## src/rtl/fetch_seq_ctrl.sv

```systemverilog
// Fetch sequencer: owns the fetch PC, issues 2-wide icache requests, tracks in-flight requests
// and discards stale responses after a redirect. Optional perf counters: FETCH_PERF_CNT_EN.
module fetch_seq_ctrl #(
  parameter int unsigned MAX_OUTSTANDING = 2,
  parameter logic [31:0] RESET_PC        = 32'h1c00_0000
) (
  input  logic        clk,
  input  logic        rst,
  input  logic        stall_i,
  input  logic        branch_flush,
  input  logic [31:0] branch_actual_addr,
  input  logic        redirect_i,
  input  logic [31:0] redirect_addr_i,
  input  logic        ib_ready_i,
  output logic        req_valid_o,
  input  logic        req_ready_i,
  output logic [31:0] pc1,
  output logic [31:0] pc2,
  output logic        inst_en_1_o,
  output logic        inst_en_2_o,
  input  logic        resp_valid_i,
  input  logic [31:0] inst_1_i,
  input  logic [31:0] inst_2_i,
  output logic        fetch_valid_o,
  output logic [31:0] fetch_pc_o,
  output logic [31:0] fetch_inst_1_o,
  output logic [31:0] fetch_inst_2_o
`ifdef FETCH_PERF_CNT_EN
  ,
  output logic [31:0] perf_req_cnt_o,
  output logic [31:0] perf_kill_cnt_o
`endif
);

  typedef enum logic [1:0] {
    ST_BOOT  = 2'd0,
    ST_FETCH = 2'd1,
    ST_DRAIN = 2'd2
  } state_e;

  localparam logic [1:0] MAX_OUT  = 2'(MAX_OUTSTANDING);
  localparam logic [1:0] LAST_IDX = 2'(MAX_OUTSTANDING - 1);

  state_e      state_q, state_d;
  logic [31:0] pc_q, pc_d;
  logic [1:0]  outstanding_q, outstanding_d;
  logic [1:0]  kill_q, kill_d;
  logic [1:0]  wr_ptr_q, wr_ptr_d;
  logic [1:0]  rd_ptr_q, rd_ptr_d;
  logic [31:0] pcq_q [4];

  logic issue_ok;
  logic handshake;
  logic redirect_any;
  logic resp_take;
  logic drop_resp;

  assign redirect_any = branch_flush | redirect_i;
  // A response with nothing in flight is stray and must not touch the counters.
  assign resp_take    = resp_valid_i & (outstanding_q != 2'd0);
  assign drop_resp    = resp_take & ((kill_q != 2'd0) | redirect_any);
  assign handshake    = issue_ok & req_ready_i;

  // FSM next state and request qualification.
  always_comb begin
    state_d  = state_q;
    issue_ok = 1'b0;
    case (state_q)
      ST_BOOT: begin
        state_d = ST_FETCH;
      end
      ST_FETCH: begin
        issue_ok = ~stall_i & ib_ready_i & (outstanding_q < MAX_OUT) & ~redirect_any;
        if (kill_d != 2'd0) state_d = ST_DRAIN;
      end
      ST_DRAIN: begin
        if (kill_d == 2'd0) state_d = ST_FETCH;
      end
      default: begin
        state_d = ST_BOOT;
      end
    endcase
  end

  // Counter, PC and queue-pointer next state.
  always_comb begin
    outstanding_d = outstanding_q;
    if (handshake && !resp_take)      outstanding_d = outstanding_q + 2'd1;
    else if (!handshake && resp_take) outstanding_d = outstanding_q - 2'd1;

    // The kill count covers everything still in flight once this cycle's traffic is settled.
    kill_d = kill_q;
    if (redirect_any)                        kill_d = outstanding_d;
    else if (resp_take && kill_q != 2'd0)    kill_d = kill_q - 2'd1;

    pc_d = pc_q;
    if (branch_flush)    pc_d = branch_actual_addr & 32'hFFFF_FFFC;
    else if (redirect_i) pc_d = redirect_addr_i & 32'hFFFF_FFFC;
    else if (handshake)  pc_d = pc_q + (pc_q[2] ? 32'd4 : 32'd8);

    wr_ptr_d = wr_ptr_q;
    if (handshake) wr_ptr_d = (wr_ptr_q == LAST_IDX) ? 2'd0 : wr_ptr_q + 2'd1;

    rd_ptr_d = rd_ptr_q;
    if (resp_take) rd_ptr_d = (rd_ptr_q == LAST_IDX) ? 2'd0 : rd_ptr_q + 2'd1;
  end

  // NOTE: sequential state uses non-blocking assignments so every flop samples pre-edge values.
  always_ff @(posedge clk or negedge rst) begin
    if (!rst) begin
      state_q       <= ST_BOOT;
      pc_q          <= RESET_PC;
      outstanding_q <= 2'd0;
      kill_q        <= 2'd0;
      wr_ptr_q      <= 2'd0;
      rd_ptr_q      <= 2'd0;
    end else begin
      state_q       <= state_d;
      pc_q          <= pc_d;
      outstanding_q <= outstanding_d;
      kill_q        <= kill_d;
      wr_ptr_q      <= wr_ptr_d;
      rd_ptr_q      <= rd_ptr_d;
    end
  end

  // NOTE: the PC queue storage is deliberately not reset; the pointers and count gate every read.
  always_ff @(posedge clk) begin
    if (handshake) pcq_q[wr_ptr_q] <= pc_q;
  end

  assign req_valid_o    = issue_ok;
  assign pc1            = pc_q;
  assign pc2            = pc_q + 32'd4;
  assign inst_en_1_o    = issue_ok;
  assign inst_en_2_o    = issue_ok & ~pc_q[2];
  assign fetch_valid_o  = resp_take & ~drop_resp;
  assign fetch_pc_o     = pcq_q[rd_ptr_q];
  assign fetch_inst_1_o = inst_1_i;
  assign fetch_inst_2_o = inst_2_i;

`ifdef FETCH_PERF_CNT_EN
  logic [31:0] perf_req_q, perf_req_d;
  logic [31:0] perf_kill_q, perf_kill_d;

  always_comb begin
    perf_req_d  = perf_req_q + (handshake ? 32'd1 : 32'd0);
    perf_kill_d = perf_kill_q + (drop_resp ? 32'd1 : 32'd0);
  end

  always_ff @(posedge clk or negedge rst) begin
    if (!rst) begin
      perf_req_q  <= 32'd0;
      perf_kill_q <= 32'd0;
    end else begin
      perf_req_q  <= perf_req_d;
      perf_kill_q <= perf_kill_d;
    end
  end

  assign perf_req_cnt_o  = perf_req_q;
  assign perf_kill_cnt_o = perf_kill_q;
`endif

endmodule

```

## config.mk

```make
export PLATFORM = sky130hd
export DESIGN_NAME = fetch_seq_ctrl
export DESIGN_NICKNAME = d
export VERILOG_FILES = /design/src/rtl/fetch_seq_ctrl.sv
export SDC_FILE = /design/constraint.sdc
export NUM_CORES = 1
export LEC_CHECK = 0
export ABC_AREA = 1
export BUFFER_PORTS_ARGS = -buffer_cell sky130_fd_sc_hd__buf_2
export CAP_MARGIN = 20
export CELL_PAD_IN_SITES_DETAIL_PLACEMENT = 1
export CELL_PAD_IN_SITES_GLOBAL_PLACEMENT = 1
export CORE_MARGIN = 5
export CORE_UTILIZATION = 41
export CTS_BUF_LIST = sky130_fd_sc_hd__clkbuf_8
export DETAILED_ROUTE_END_ITERATION = 8
export GPL_TIMING_DRIVEN = 0
export PLACE_DENSITY = 0.95
export SKIP_LAST_GASP = 1
export SYNTH_ARGS = -nofsm -noshare
export SYNTH_HDL_FRONTEND = slang
export SYNTH_SLANG_ARGS = --single-unit
```

## constraint.sdc

```tcl
create_clock -name clk -period 8.7 [get_ports clk]
set_input_delay 1.74 -clock clk [delete_from_list [all_inputs] [get_ports clk]]
set_output_delay 1.74 -clock clk [all_outputs]
set_load 0.02 [all_outputs]
```

**After elaboration in Yosys (flattened, before gate mapping)**

Memories as Yosys holds them, arrays and structs flattened.
Cells that the tools add are included.

- RAM bits: 128
- Bits in latches: 0
- Bits in registers: 42
- ROM bits: 0
- Memories: 1

- Bitwise operators: 14
- Shift-type cells: 0
- Reduce and logical (&&, ||, !) cells: 12
- Multiplexer cells: 16
- Add/sub/neg operators: 7
- Order comparisons: 1
- Multiply operators: 0
- Div/mod/pow operators: 0
- Equal/unequal tests: 6

Memory list:

| memory | depth | bits a word | read ports | clocked after memory_dff | write ports | RTL line | text |
|---|---|---|---|---|---|---|---|
| pcq_q | 4 | 32 | 1 | 0 | 1 | 50 | `logic [31:0] pcq_q [4];` |

Operator list:

| operator | number |
|---|---|
| 32-bit 2-to-1 mux | 3 |
| 32-bit by 3-bit adder with 32-bit output (second input constant) | 1 |
| 32-bit by 4-bit adder with 32-bit output | 1 |
| 2-bit 2-to-1 mux | 8 |
| 1-bit bitwise AND | 8 |
| 2-bit by 1-bit adder with 2-bit output (second input constant) | 3 |
| 2-bit by 1-bit equality test with 1-bit output (second input constant) | 3 |
| 2-bit one-hot mux with 3 select lines | 1 |
| 2-bit nonzero test | 3 |
| 2-bit zero test | 2 |
| 4-bit 2-to-1 mux | 1 |
| 2-bit != test (second input constant) | 2 |
| 1-bit NOT | 4 |
| 2-bit by 1-bit subtractor with 2-bit output (second input constant) | 2 |
| 1-bit logical AND | 3 |
| 1-bit 2-to-1 mux | 3 |
| 3-bit nonzero test | 1 |
| 2-bit equality test (second input constant) | 1 |
| 1-bit zero test | 2 |
| 2-bit less-than comparator (second input constant) | 1 |
| 1-bit bitwise OR | 2 |
| 2-bit AND reduction | 1 |

**Depth between registers and ports, before layout**

- Depth after elaboration: 14
- Gate-level depth with buffers: 14
- Gate-level depth less buffers: 12

**Worst setup path before layout**

OpenSTA, ideal clock, no wires.

- Path kind: input-to-reg
- From: in branch_flush
- To: mem pcq_q[1][10], enable pin
- Arrival: 4.355 ns
- Slack: 3.891 ns
- Cell stages on the path: 7
- Path through: buf_6 inv_4 nand2_4 nor2_2 nand3_2 buf_6 nor3_1

- Cells in the longest elaborated chain, start to end: 7

Ends and longest elaborated chain:

| element | RTL line | text |
|---|---|---|
| from (decl) | 10 | `input logic branch_flush,` |
| 1-bit bitwise OR | 58 | `assign redirect_any = branch_flush \| redirect_i;` |
| 1-bit NOT | 73 | `issue_ok = ~stall_i & ib_ready_i & (outstanding_q < MAX_OUT) & ~redirect_any;` |
| 1-bit bitwise AND | 73 |  |
| 1-bit 2-to-1 mux | 68 | `case (state_q)` |
| 1-bit bitwise AND | 62 | `assign handshake = issue_ok & req_ready_i;` |
| 1-bit 2-to-1 mux | 129 | `if (handshake) pcq_q[wr_ptr_q] <= pc_q;` |
| 1-bit 2-to-1 mux (not written as such) | 129 |  |
| to (decl) | 50 |  |

No other way between the ends.

**Worst setup path in the final report**

- From: in resp_valid_i
- To: out fetch_valid_o

- Cells in the longest elaborated chain, start to end: 4

Ends and longest elaborated chain:

| element | RTL line | text |
|---|---|---|
| from (decl) | 21 | `input logic resp_valid_i,` |
| 1-bit bitwise AND (*) | 60 | `assign resp_take = resp_valid_i & (outstanding_q != 2'd0);` |
| 1-bit bitwise AND | 61 | `assign drop_resp = resp_take & ((kill_q != 2'd0) \| redirect_any);` |
| 1-bit NOT | 137 | `assign fetch_valid_o = resp_take & ~drop_resp;` |
| 1-bit bitwise AND (*) | 137 |  |
| to (decl) | 24 | `output logic fetch_valid_o,` |

Mark *: on every way between the ends. The rest lies on a longest branch, timed or not.

==> metrics.md <==
| Metric | Value |
|---|---|
| Status | `complete, no violations` |
| Asr flop ratio synth | `0.250` |
| Die width | `153 µm` |
| Area of the core | `0.0201 mm²` |
| Drt wl/cell | `22.3 µm` |
| Cell area after synthesis | `0.00834 mm²` |
| Final slew viol count | `0` |
| First-pass GRT wire length | `47,700 µm` |
| Endpoints failing hold | `0` |
| Initial Util | `0.415` |
| Nets | `1,243` |
| Setup total negative slack | `0 ns` |
| Util after Layout | `0.511` |
| Reg2reg end | `pcq_q[2][31]$_DFFE_PP_` |
| Synthesized netlist cell count | `850` |
| Library cells used by synthesis | `44` |
| Reg power frac | `0.427` |
| Root buf cell | `clkbuf_8` |
| Total Routing Usage GR | `0.260` |
| Slowest stage delay, CP | `0.49 ns` |
| CP max stage cell | `nor2_1` |
| Clock Power Share | `0.236` |
| I/O Buffers | `224` |
| Register bit total from synthesis | `160` |
| GR met2 Demand/Resource | `0.454` |
| Worst Max-Slew Pin Slew | `1.10 ns` |
| Final WS setup | `3.85 ns` |
| Number of global-route vias before repair | `8,374` |
| Chip height | `153 µm` |
| Reg2Reg Depth | `8` |
| Dpl ws | `3.87 ns` |
| Routed vias | `7,682` |
| Detailed Place HPWL | `22,600 µm` |
| Most Crowded Layer GR | `met2` |
| Bufs on Longest Clock Path | `2` |
| Vias/cell | `5.54` |
| Share of post-route cells with drive strength above 1 | `0.342` |
| Final setup violation count | `0` |
| Min-Delay Path Class | `flip-flop to flip-flop` |
| # DRC | `0` |
| Clk sinks | `160` |
| Final worst path period share | `0.558` |
| Post-synth EDFFs | `120` |
| Setup crit start | `resp_valid_i` |
| Sw Ratio | `0.401` |
| Postcts setup bufs | `0` |
| TritonCTS buffer count | `17` |
| Initial antenna violation count | `0` |
| Area leader, netlist | `edfxtp_1` |
| Rows | `52` |
| Final Skew | `0.00959 ns` |
| Hold bufs inserted after CTS | `0` |
| Later-pin clock latency in the skew report | `0.46 ns` |
| Crit end category | `output pin` |
| Final Routed Wirelength | `30,900 µm` |
| Worst r2r src | `state_q[1]$_DFFE_PN0P_` |
| Peak supply drop | `100 µV` |
| Met3 usage | `0.0733` |
| Diode count | `0` |
| Die area | `0.0233 mm²` |
| Cell Int Power | `1.33 mW` |
| Unrepaired setup endpoints after global routing | `no` |
| Min Tclk post-route | `4.85 ns` |
| Drt pass-1 iters | `5` |
| Most frequent cell after synthesis | `nor2_1` |
| Clk slew on worst S/H paths | `0.09 ns` |
| Synthesized area per cell | `9.81 µm²` |
| Crit-path max FO | `5` |
| ANT nets after route | `0` |
| Post-synthesis sequential area ratio | `0.553` |
| TritonCTS clock tree | `built` |
| Yosys warnings | `0` |
| Post-CTS Resized | `0` |
| Rel. slew slack | `0.268` |
| I/O pins | `300` |
| Fmax achieved | `206 MHz` |
| Gpl congestion | `0.954` |
| Synth-to-Final Area Change | `23.2%` |
| CP cell instances | `buf_2 > inv_1 > nor2_1 > inv_1 > nor3_1 > buf_2` |
| Commonest cells in the netlist | `nor2_1, edfxtp_1, nand2_1, buf_4, o21ai_0` |
| 1st-iter DRT viols | `727` |
| Hold Path Depth | `1` |
| FF-to-FF setup slack | `5.98 ns` |
| Sw Pwr | `888 µW` |
| WP data arrival | `3.11 ns` |
| Critical path required time | `6.96 ns` |
| Cell Pwr Density | `216 mW/mm²` |
| Leak Pwr | `4.36 nW` |
| Synth area leaders | `edfxtp_1, dfrtp_1, buf_4` |
| Grt met1 use | `0.300` |
| # Max-Cap Violations | `0` |
| Overflow after GRT | `0` |
| Synth top area share | `0.432` |
| CTS HTree Levels | `4` |
| Combinational Power Share | `0.336` |
| CP Launch Type | `primary input` |
| Kind of critical path | `primary input to output pin` |
| Main synth FF type | `edfxtp_1` |
| Worst hold slack | `0.524 ns` |
| Largest net degree at the start of global routing | `41` |
| Capture point of the worst path | `fetch_valid_o` |
==> state kept, by name (all words and copies together), names as in the netlist <==
register       count
state_q            2
pc1               30
wr_ptr_q           2
kill_q             2
outstanding_q      2
rd_ptr_q           2
pcq_q            120
==> cells by family after synthesis <==
logic type	count (synthesis)	share of synthesized area
AOI/OAI and AO/OA	163	0.121
xor gates and xnor gates	42	0.0441
other	1	0.000450
DFF	160	0.553
and+or+nand+nor	311	0.163
adders and majority gates	4	0.00600
buffers and inverters	169	0.113
==> worst min path at each step <==
stage	startpoint	endpoint	slack (ns)
floorplan	wr_ptr_q[0]$_DFFE_PN0P_	wr_ptr_q[1]$_DFFE_PN0P_	0.44
global placement	wr_ptr_q[0]$_DFFE_PN0P_	wr_ptr_q[1]$_DFFE_PN0P_	0.47
detailed placement	wr_ptr_q[0]$_DFFE_PN0P_	wr_ptr_q[1]$_DFFE_PN0P_	0.49
CTS	wr_ptr_q[0]$_DFFE_PN0P_	wr_ptr_q[1]$_DFFE_PN0P_	0.51
global route	wr_ptr_q[0]$_DFFE_PN0P_	wr_ptr_q[1]$_DFFE_PN0P_	0.53
finish	wr_ptr_q[0]$_DFFE_PN0P_	wr_ptr_q[1]$_DFFE_PN0P_	0.52
==> stage by stage <==
step	instance area, µm²	cells	power [mW]
after detailed placement	9900	1354	1.70
final	10300	1386	2.22
after global routing	10300	1386	2.32
after floorplan	8360	855	1.40
after CTS	10300	1386	2.22
after global placement	9820	1349	1.66
==> power groups by stage <==
stage	logic, mW	registers, mW	clock network [mW]
global placement	0.704	0.951	0
global route	0.803	0.953	0.562
CTS	0.746	0.944	0.527
finish	0.745	0.947	0.524
floorplan	0.446	0.952	0
detailed placement	0.735	0.960	0
==> cells in the final DEF (no fill, tap or decap), types with 9 or more instances in the layout <==
master	synthesis	routed
a21oi_1	19	19
nor2_1	123	121
o22ai_1	30	30
clkbuf_1	23	23
dfrtp_1	37	37
clkbuf_8	0	17
o21ai_0	68	68
xor2_1	40	40
nor3_2	7	9
inv_1	54	55
buf_4	73	74
edfxtp_1	120	120
nand3_1	30	30
nand2_1	114	114
buf_2	7	231
a22o_1	21	21
==> final cells by class <==
type                            count  area (µm²)
Buffer                            107         707
Clock buffer                       17         234
Clock inverter                     15         136
Fill cell                        2349        9830
Inverter                           62         235
Multi-Input combinational cell    526        2830
Sequential cell                   160        4610
Tap cell                          270         338
Timing Repair Buffer              229        1180
==> layer usage <==
layer	share of wire	vias up
met5	0	-
met4	0.042	0
met3	0.095	103
met2	0.50	495
met1	0.36	3738
li1	-	3346
==> worst max-delay path, delay by kind of cell <==
kind                   cells  cell delay [ns]
buffers and inverters      4             0.64
AND/OR/NAND/NOR            2             0.73
Power figures use the tool's default switching activity.
